==> config.mk <==
export PLATFORM = sky130hd
export DESIGN_NAME = conv_tile_seq
export DESIGN_NICKNAME = d
export VERILOG_FILES = /design/src/rtl/conv_tile_seq_pkg.sv /design/src/rtl/conv_tile_seq_done_latch.sv /design/src/rtl/conv_tile_seq.sv
export SDC_FILE = /design/constraint.sdc
export NUM_CORES = 1
export LEC_CHECK = 0
export BUFFER_PORTS_ARGS = -buffer_cell sky130_fd_sc_hd__buf_2
export CORE_ASPECT_RATIO = 0.7
export CORE_MARGIN = 1
export CORE_UTILIZATION = 25
export CTS_CLUSTER_DIAMETER = 80
export DETAILED_ROUTE_END_ITERATION = 6
export SYNTH_ARGS = -nofsm -noshare
export SYNTH_HDL_FRONTEND = slang
export SYNTH_SLANG_ARGS = --single-unit
==> constraint.sdc <==
create_clock -name clk -period 2.8 [get_ports clk]
set_input_delay 0.28 -clock clk [delete_from_list [all_inputs] [get_ports clk]]
set_output_delay 0.28 -clock clk [all_outputs]
set_load 0.005 [all_outputs]
==> src/rtl/conv_tile_seq_pkg.sv <==
// Shared accelerator package: tile sequencer state encoding, counter width
// and a saturating cycle-counter helper.
package conv_tile_seq_pkg;

  typedef enum logic [2:0] {
    IDLE,
    LOAD,
    PRE_COMP,
    COMPUTE,
    DRAIN,
    STORE,
    DONE
  } tile_state_t;

  // Width of the shared PRE_COMP / DRAIN delay counter; must cover DRAIN_W.
  localparam int CNT_W = 16;

  // Increment a 32-bit cycle count, sticking at all-ones instead of wrapping.
  function automatic logic [31:0] sat_inc32(input logic [31:0] v);
    return (v == 32'hFFFF_FFFF) ? v : v + 32'd1;
  endfunction

endpackage

==> src/rtl/conv_tile_seq_done_latch.sv <==
// Sticky done-flag bank: clear loads a preset pattern at tile accept,
// then every pulse seen while enabled is OR-ed into the flags.
module sticky_done_latch
  import conv_tile_seq_pkg::*;
#(
  parameter int W = 1
) (
  input  logic         clk,
  input  logic         rst,
  input  logic         clr,
  input  logic [W-1:0] clr_val,
  input  logic         en,
  input  logic [W-1:0] pulse,
  output logic [W-1:0] flags
);

  // Flags accumulate pulses until the next accept reloads the preset.
  always_ff @(posedge clk) begin
    if (rst) begin
      flags <= '0;
    end else if (clr) begin
      flags <= clr_val;
    end else if (en) begin
      flags <= flags | pulse;
    end
  end

endmodule

==> src/rtl/conv_tile_seq.sv <==
// Convolution tile sequencer: issues loads, waits for all of them, delays
// into the conv core, drains, issues the store and reports tile completion.
module conv_tile_seq
  import conv_tile_seq_pkg::*;
#(
  parameter int CW         = 16,
  parameter int NUM_LD     = 3,
  parameter int OUT_LD_IDX = 2,
  parameter int COMP_DELAY = 5,
  parameter int DRAIN_W    = 8
) (
  input  logic               clk,
  input  logic               rst,
  input  logic               tile_start,
  input  logic [CW-1:0]      tile_base_m,
  input  logic               zero_init_en,
  input  logic [DRAIN_W-1:0] drain_cycles,
  output logic [NUM_LD-1:0]  ld_start,
  input  logic [NUM_LD-1:0]  ld_done,
  output logic               compute_start,
  input  logic               compute_done,
  output logic               store_start,
  input  logic               st_fifo_done,
  input  logic               st_wmst_done,
  output logic               zero_init,
  output logic               tile_busy,
  output logic               tile_done,
  output logic               tile_reset,
  output logic [31:0]        cycle_count,
  output logic               err_start_busy
);

  // Last PRE_COMP count value; a zero delay still spends one PRE_COMP cycle.
  localparam logic [CNT_W-1:0] PRE_LAST = (COMP_DELAY > 0) ? CNT_W'(COMP_DELAY - 1) : '0;

  tile_state_t        state, next_state;
  logic               accept;
  logic               zi_now;
  logic [NUM_LD-1:0]  ld_preset;
  logic [NUM_LD-1:0]  ld_flags;
  logic [1:0]         st_flags;
  logic [CNT_W-1:0]   cnt;
  logic [DRAIN_W-1:0] drain_q;
  logic [31:0]        run_cnt;

  assign accept    = (state == IDLE) && tile_start;
  assign zi_now    = zero_init_en && (tile_base_m == '0);
  assign ld_preset = zi_now ? (NUM_LD'(1) << OUT_LD_IDX) : '0;
  assign tile_busy = (state != IDLE);

  sticky_done_latch #(.W(NUM_LD)) u_ld_flags (
    .clk     (clk),
    .rst     (rst),
    .clr     (accept),
    .clr_val (ld_preset),
    .en      (state == LOAD),
    .pulse   (ld_done),
    .flags   (ld_flags)
  );

  sticky_done_latch #(.W(2)) u_st_flags (
    .clk     (clk),
    .rst     (rst),
    .clr     (accept),
    .clr_val (2'b00),
    .en      (state == STORE),
    .pulse   ({st_wmst_done, st_fifo_done}),
    .flags   (st_flags)
  );

  // State register.
  always_ff @(posedge clk) begin
    if (rst) begin
      state <= IDLE;
    end else begin
      state <= next_state;
    end
  end

  // Next-state logic plus the single-cycle pulses tied to state exits.
  always_comb begin
    next_state    = state;
    compute_start = 1'b0;
    store_start   = 1'b0;
    tile_done     = 1'b0;
    case (state)
      IDLE:     if (tile_start) next_state = LOAD;
      LOAD:     if (&ld_flags) next_state = PRE_COMP;
      PRE_COMP: begin
        if (cnt >= PRE_LAST) begin
          compute_start = 1'b1;
          next_state    = COMPUTE;
        end
      end
      COMPUTE:  if (compute_done) next_state = DRAIN;
      DRAIN: begin
        if (cnt >= CNT_W'(drain_q)) begin
          store_start = 1'b1;
          next_state  = STORE;
        end
      end
      STORE:    if (&st_flags) next_state = DONE;
      DONE: begin
        tile_done  = 1'b1;
        next_state = IDLE;
      end
      default:  next_state = IDLE;
    endcase
  end

  // Per-tile sampled settings, delay counter, tile cycle count and status.
  always_ff @(posedge clk) begin
    if (rst) begin
      cnt            <= '0;
      drain_q        <= '0;
      zero_init      <= 1'b0;
      ld_start       <= '0;
      tile_reset     <= 1'b0;
      run_cnt        <= '0;
      cycle_count    <= '0;
      err_start_busy <= 1'b0;
    end else begin
      cnt        <= (next_state != state) ? '0 : cnt + 1'b1;
      ld_start   <= accept ? ~ld_preset : '0;
      tile_reset <= (state == DONE);
      if (accept) begin
        drain_q   <= drain_cycles;
        zero_init <= zi_now;
        run_cnt   <= 32'd1;
      end else if (state != IDLE) begin
        run_cnt <= sat_inc32(run_cnt);
      end
      if (state == DONE) begin
        cycle_count <= sat_inc32(run_cnt);
        zero_init   <= 1'b0;
      end
      if (tile_start && (state != IDLE)) begin
        err_start_busy <= 1'b1;
      end
    end
  end

endmodule

==> impl_metrics.yaml, run 1 <==
setup_path:
  slowest_delay_ns: 0.61
  slowest_stage: "or4_1"
  cp_cell_sequence: "ha_1, nand3_2, or4_1, or4_4, or3_1, a21oi_1"
  cp-start-kind: "flip-flop"
  r2r-end: "run_cnt[30]$_SDFFE_PP0N_"
  r2r_cells: 6
  cp_max_fo: 10
  path_class: "flip-flop to flip-flop"
  r2r_slack_ns: 0.32
  crit_arrival_ns: 2.77
  critPathRequiredTime_ns: 3.09
  endpoint_kind: "flip-flop"
  r2r-start: "run_cnt[0]$_SDFFE_PP0P_"
drt:
  routed_wl_microns: 14000
  drc_errors: 0
  dr.pass1.iters: 4
  num_vias: 4740
  avgRoutedWirePerCell_microns: 14.7
  drtIter0Drc: 378
  postRouteAntennaNets: 0
  vias_per_cell: 4.96
sta:
  relSlewSlack: 0.475
  min_period_over_period: 0.886
  fmax_mhz: 403
  hold_viol: 0
  rsz0062_at_grt: "no"
  drv_slew: 0
  finClkSkew_ns: 0.00568
  worst_pin_slew_ns: 0.782
  setup_violations: 0
  finalSetupTns_ns: 0
  setup_ws_ns: 0.321
  fin_crit_ns: 2.48
floorplan:
  initial_core_util: 0.257
  die_w_microns: 173
  row_count: 43
  pin_count: 76
  core_sq_um: 19900
  die_h_microns: 122
  die-area_sq_um: 21000
clock_tree:
  ctsRootBufferMaster: "clkbuf_16"
  cts_setup_buffers: 0
  clkLatencyLatePin_ns: 0.35
  clockBufferDepth: 2
  clk_pin_slew_ns: 0.07
  cts_hold_buf: 0
  cts_htree_levels: 3
  cts_tree: "yes"
  numCtsBuffers: 9
  clkSinkCount: 101
  cts_resized: 0
power:
  p_total_w: 0.00307
  clkPwrFrac: 0.461
  vdd.ir_drop.worst_mv: 0.343
  power.net_switching_w: 0.000726
  power.density_nw_per_um2: 501
  switching_share: 0.237
  leakagePower_nw: 2.04
  pwr-share-comb: 0.059
  intPower_w: 0.00234
  p_seq_frac: 0.480
yosys:
  ys_warn_count: 0
  synth_seq_area_share: 0.396
  synth_area_leader_cell: "dfxtp_1"
  synth_ff_type: "dfxtp_1"
  ys_ff_latch: 101
  synth_top_area_share: 0.396
  syn_inst: 618
  postSynth.asyncResetShare: 0
  synth_area_sq_um: 5110
  syn-num-nets: 663
  synth-edff-count: 0
  yosysUniqueCellTypes: 55
  syn_area_per_cell_sq_um: 8.27
  synth_area_leaders: "dfxtp_1, nor2_1, a21oi_1"
grt:
  grt_pass1_wl_microns: 23500
  antenna_found_initial: 0
  grt_usage: 0.140
  grt_start_max_net_pins: 46
  grt-ovfl-total: 0
  first_global_vias: 4398
worst_hold_path:
  whs_path_depth: 3
  hold_path.startpoint: "ld_done[0]"
  hold_path.class: "input port to flip-flop"
  hold_end: "u_ld_flags.flags[0]$_SDFFE_PP0P_"
layout:
  fin_nets: 725
  final_common_cell: "dfxtp_1"
  seq_area_sq_um: 2020
  multi_input_area_sq_um: 2820
  num_antenna_cells: 0
  syn_to_final_growth_pct: 19.8
  fillers: 2154
  final_cell_mix: "dfxtp_1, buf_2, nor2_1, nand2_1, a21oi_1"
  layout-drive-gt1-share: 0.185
status:
  status: "finished clean"
job:
  maxCapViolations: 0
place:
  finalWeightedCongestion: 0.822
  dp_hpwl_microns: 10100
  dp_slack_ns: 0.350
  io_buffers: 75
routing by layer:
layer / wire, microns / track usage
met1: 7260 / 0.203
met2: 5670 / 0.202
met3: 849 / 0.0334
met4: 227 / 0.0404
met5: 0 / 0
critical path: cells and delay by family (launching register included):
family | cells | cell delay, ns
fa+ha+maj | 1 | 0.26
simple gates | 4 | 1.58
compound gates | 1 | 0.14
flops | 1 | 0.44
power groups by stage:
| stage | registers (W) | clock network, W | logic (W) |
|---|---|---|---|
| floorplan | 0.00150 | 0 | 0.000112 |
| finish | 0.00147 | 0.00141 | 0.000180 |
| global route | 0.00148 | 0.00152 | 0.000206 |
| CTS | 0.00147 | 0.00145 | 0.000184 |
| detailed placement | 0.00151 | 0 | 0.000183 |
| global placement | 0.00151 | 0 | 0.000180 |
kinds of logic (layout without fill, tap and decap cells):
family          after synthesis  after routing  share of synthesized area
simple gates                268            268                      0.280
compound gates              149            149                      0.192
flops                       101            101                      0.396
buf+inv                      59            126                     0.0539
xor+xnor                     30             30                     0.0514
fa+ha+maj                    11             11                     0.0269
final cells by class:
| class | instances | area share |
|---|---|---|
| clock buffers | 10 | 0.0390 |
| flip-flops and latches | 101 | 0.330 |
| multi-input cells | 458 | 0.460 |
| well taps | 270 | 0.0552 |
| repair buffers | 96 | 0.0912 |
| clock inverters | 6 | 0.0153 |
| inverters | 14 | 0.00858 |
flip-flops by register name, summed over array words and instances, names as in the netlist, 2 cells and up:
register and flops:
run_cnt 32, ld_start 2, u_st_flags.flags 2, state 3, drain_q 8, cnt 16, cycle_count 32, u_ld_flags.flags 3
through the flow:
| stage | hold WS, ns | util | cells | instance area [sq um] |
|---|---|---|---|---|
| floorplan | 0.416 | - | 618 | 5110 |
| global placement | 0.447 | 0.291 | 939 | 5790 |
| detailed placement | 0.447 | 0.291 | 939 | 5790 |
| CTS | 0.144 | 0.308 | 955 | 6120 |
| global route | 0.170 | 0.308 | 955 | 6120 |
| finish | 0.156 | 0.308 | 955 | 6120 |
worst max path at each step:
stage / startpoint / end / slack [ns] / cells past startpoint
2_1_floorplan: run_cnt[0]$_SDFFE_PP0P_ / run_cnt[26]$_SDFFE_PP0N_ / 0.46 / 7
3_5_place_dp: run_cnt[0]$_SDFFE_PP0P_ / run_cnt[26]$_SDFFE_PP0N_ / 0.35 / 6
4_1_cts: run_cnt[0]$_SDFFE_PP0P_ / run_cnt[26]$_SDFFE_PP0N_ / 0.34 / 6
5_1_grt: run_cnt[23]$_SDFFE_PP0N_ / run_cnt[7]$_SDFFE_PP0N_ / 0.10 / 6
3_3_place_gp: run_cnt[0]$_SDFFE_PP0P_ / run_cnt[26]$_SDFFE_PP0N_ / 0.42 / 6
6_report: run_cnt[0]$_SDFFE_PP0P_ / run_cnt[30]$_SDFFE_PP0N_ / 0.32 / 6
synthesized netlist by cell type (2+ instances only):
library cell / n
nand3b_1: 2
and2_1: 2
nor3_1: 28
a211o_1: 3
nand4_1: 19
or3_1: 19
inv_1: 13
nand2_1: 46
buf_2: 6
o21ai_0: 20
xor2_1: 8
and3_1: 6
clkbuf_1: 28
buf_4: 8
o31ai_1: 23
or2_2: 6
a311oi_1: 20
o21ai_1: 2
and4_1: 5
nor4_1: 13
nand3_1: 19
nor2_1: 65
ha_1: 11
o21a_1: 2
nor3b_1: 2
o22ai_1: 2
a21oi_1: 45
buf_6: 2
a211oi_1: 16
or4_1: 21
xnor2_1: 22
o211ai_1: 2
nor4b_1: 2
dfxtp_1: 101
nand2b_1: 4
a21o_1: 3
a31oi_1: 4
Power figures use the tool's default switching activity.
==> run 2: changes to the inputs <==
MAX_ROUTING_LAYER = met4   (was default)
==> run 2 against run 1 <==
  * First-iteration DRC count down 4.5%
  * Flip-flop and latch count unchanged
  * Maximum frequency down 1.6%
  * Total power about the same
  * Register-to-register slack worse by 0.04 ns
  * Sequential share of layout area unchanged
  * Worst hold slack better by 0.0012 ns
  * Final area unchanged
  * Clock skew about the same
  * Wire length up 0.31%
  * Critical endpoint is now cycle_count[27]$_SDFFE_PP0P_
  * Highest routed layer unchanged
  * Critical path type unchanged
  * Global-route usage up 0.40 points
==> impl_metrics.yaml, run 2 (synthesis results as in run 1) <==
clock_tree:
  cts_resized: 0
  clk_pin_slew_ns: 0.07
  cts_htree_levels: 3
  cts_setup_buffers: 0
  cts_tree: "yes"
  clkLatencyLatePin_ns: 0.35
  numCtsBuffers: 9
  ctsRootBufferMaster: "clkbuf_16"
  cts_hold_buf: 0
  clockBufferDepth: 2
  clkSinkCount: 101
floorplan:
  die_w_microns: 173
  die-area_sq_um: 21000
  core_sq_um: 19900
  pin_count: 76
  initial_core_util: 0.257
  die_h_microns: 122
  row_count: 43
sta:
  min_period_over_period: 0.900
  setup_violations: 0
  finalSetupTns_ns: 0
  finalHoldWorstSlack_ns: 0.157
  finClkSkew_ns: 0.00558
  relSlewSlack: 0.486
  drv_slew: 0
  hold_viol: 0
  rsz0062_at_grt: "no"
  worst_pin_slew_ns: 0.765
  fmax_mhz: 397
  fin_crit_ns: 2.52
drt:
  routed_wl_microns: 14000
  postRouteAntennaNets: 0
  drc_errors: 0
  num_vias: 4776
  dr.pass1.iters: 4
  drtIter0Drc: 361
  avgRoutedWirePerCell_microns: 14.7
  vias_per_cell: 5.00
setup_path:
  critPathRequiredTime_ns: 3.05
  cp_cell_sequence: "and4_1, nor4bb_1, and2_1, buf_12, o31ai_1, a311oi_1"
  crit_path_end: "cycle_count[27]$_SDFFE_PP0P_"
  cp-start-kind: "flip-flop"
  slowest_stage: "nor4bb_1"
  slowest_delay_ns: 0.66
  r2r_slack_ns: 0.28
  cp_max_fo: 45
  endpoint_kind: "flip-flop"
  crit_arrival_ns: 2.77
  worstSetupStartpoint: "run_cnt[25]$_SDFFE_PP0N_"
  path_class: "flip-flop to flip-flop"
  r2r-end: "cycle_count[27]$_SDFFE_PP0P_"
  r2r-start: "run_cnt[25]$_SDFFE_PP0N_"
  r2r_cells: 6
layout:
  top_regs: "cycle_count (32), run_cnt (32), cnt (16)"
  final_cell_count_no_fill: 955
  syn_to_final_growth_pct: 19.8
  num_antenna_cells: 0
  fin_nets: 725
  layout-drive-gt1-share: 0.185
  fillers: 2154
  final_common_cell: "dfxtp_1"
  final_core_util: 0.308
  final_cell_mix: "dfxtp_1, buf_2, nor2_1, nand2_1, a21oi_1"
power:
  power.density_nw_per_um2: 501
  leakagePower_nw: 2.04
  vdd.ir_drop.worst_mv: 0.343
grt:
  first_global_vias: 4397
  met3_usage: 0.0325
  busiest_layer: "met2"
  grt_pass1_wl_microns: 23500
  grt-ovfl-total: 0
  antenna_found_initial: 0
  met2_usage: 0.203
  grt_start_max_net_pins: 46
  use_met1: 0.202
  grt_usage: 0.143
place:
  dp.cells: 939
  io_buffers: 75
  finalWeightedCongestion: 0.834
  dp_hpwl_microns: 10100
job:
  maxCapViolations: 0
worst_hold_path:
  hold_path.class: "input port to flip-flop"
status:
  status: "finished clean"
run 2: cell counts in the layout (fill, tap and decap cells not counted):
No cell type changed its count.
run 2: final cells by class:
| class | count | area, sq um | share of cell area |
|---|---|---|---|
| Multi-Input combinational cell | 458 | 2820 | 0.460 |
| Tap cell | 270 | 338 | 0.0552 |
| Sequential cell | 101 | 2020 | 0.330 |
| Timing Repair Buffer | 96 | 558 | 0.0912 |
| Inverter | 14 | 52.6 | 0.00858 |
| Clock inverter | 6 | 93.8 | 0.0153 |
| Clock buffer | 10 | 239 | 0.0390 |
run 2: through the flow:
stage,area [sq um],total power [W],setup slack [ns]
final,6120,0.00307,0.279
after global routing,6120,0.00320,0.0994
after CTS,6120,0.00311,0.337
after detailed placement,5790,0.00169,0.350
after global placement,5790,0.00169,0.415
after floorplan,5110,0.00161,0.457
run 2: worst min-delay path by stage:
stage                                  startpoint                                to  cells after the start
after floorplan                   drain_cycles[1]           drain_q[1]$_SDFFE_PP0P_                      2
after global placement    drain_q[7]$_SDFFE_PP0P_           drain_q[7]$_SDFFE_PP0P_                      2
after detailed placement  drain_q[2]$_SDFFE_PP0P_           drain_q[2]$_SDFFE_PP0P_                      2
after CTS                              ld_done[0]  u_ld_flags.flags[0]$_SDFFE_PP0P_                      3
after global routing              drain_cycles[0]           drain_q[0]$_SDFFE_PP0P_                      3
final                                  ld_done[0]  u_ld_flags.flags[0]$_SDFFE_PP0P_                      3
run 2: power breakdown:
| part | switching, W | internal [W] |
|---|---|---|
| Clock | 0.000596 | 0.000817 |
| Sequential | 0.0000189 | 0.00146 |
| Combinational | 0.000110 | 0.0000704 |
run 2: critical path, delay by kind of cell, from the launching register on:
family | cells | cell delay (ns)
buffers and inverters | 1 | 0.21
AO/OA/AOI/OAI | 2 | 0.44
flip-flops | 1 | 0.47
AND/OR/NAND/NOR | 3 | 1.26
run 2: layer usage:
layer / vias to the layer above / share of wire
met2: 112 / 0.41
li1: 2424 / -
met3: 12 / 0.054
met4: 0 / 0.015
met5: - / 0
met1: 2228 / 0.53
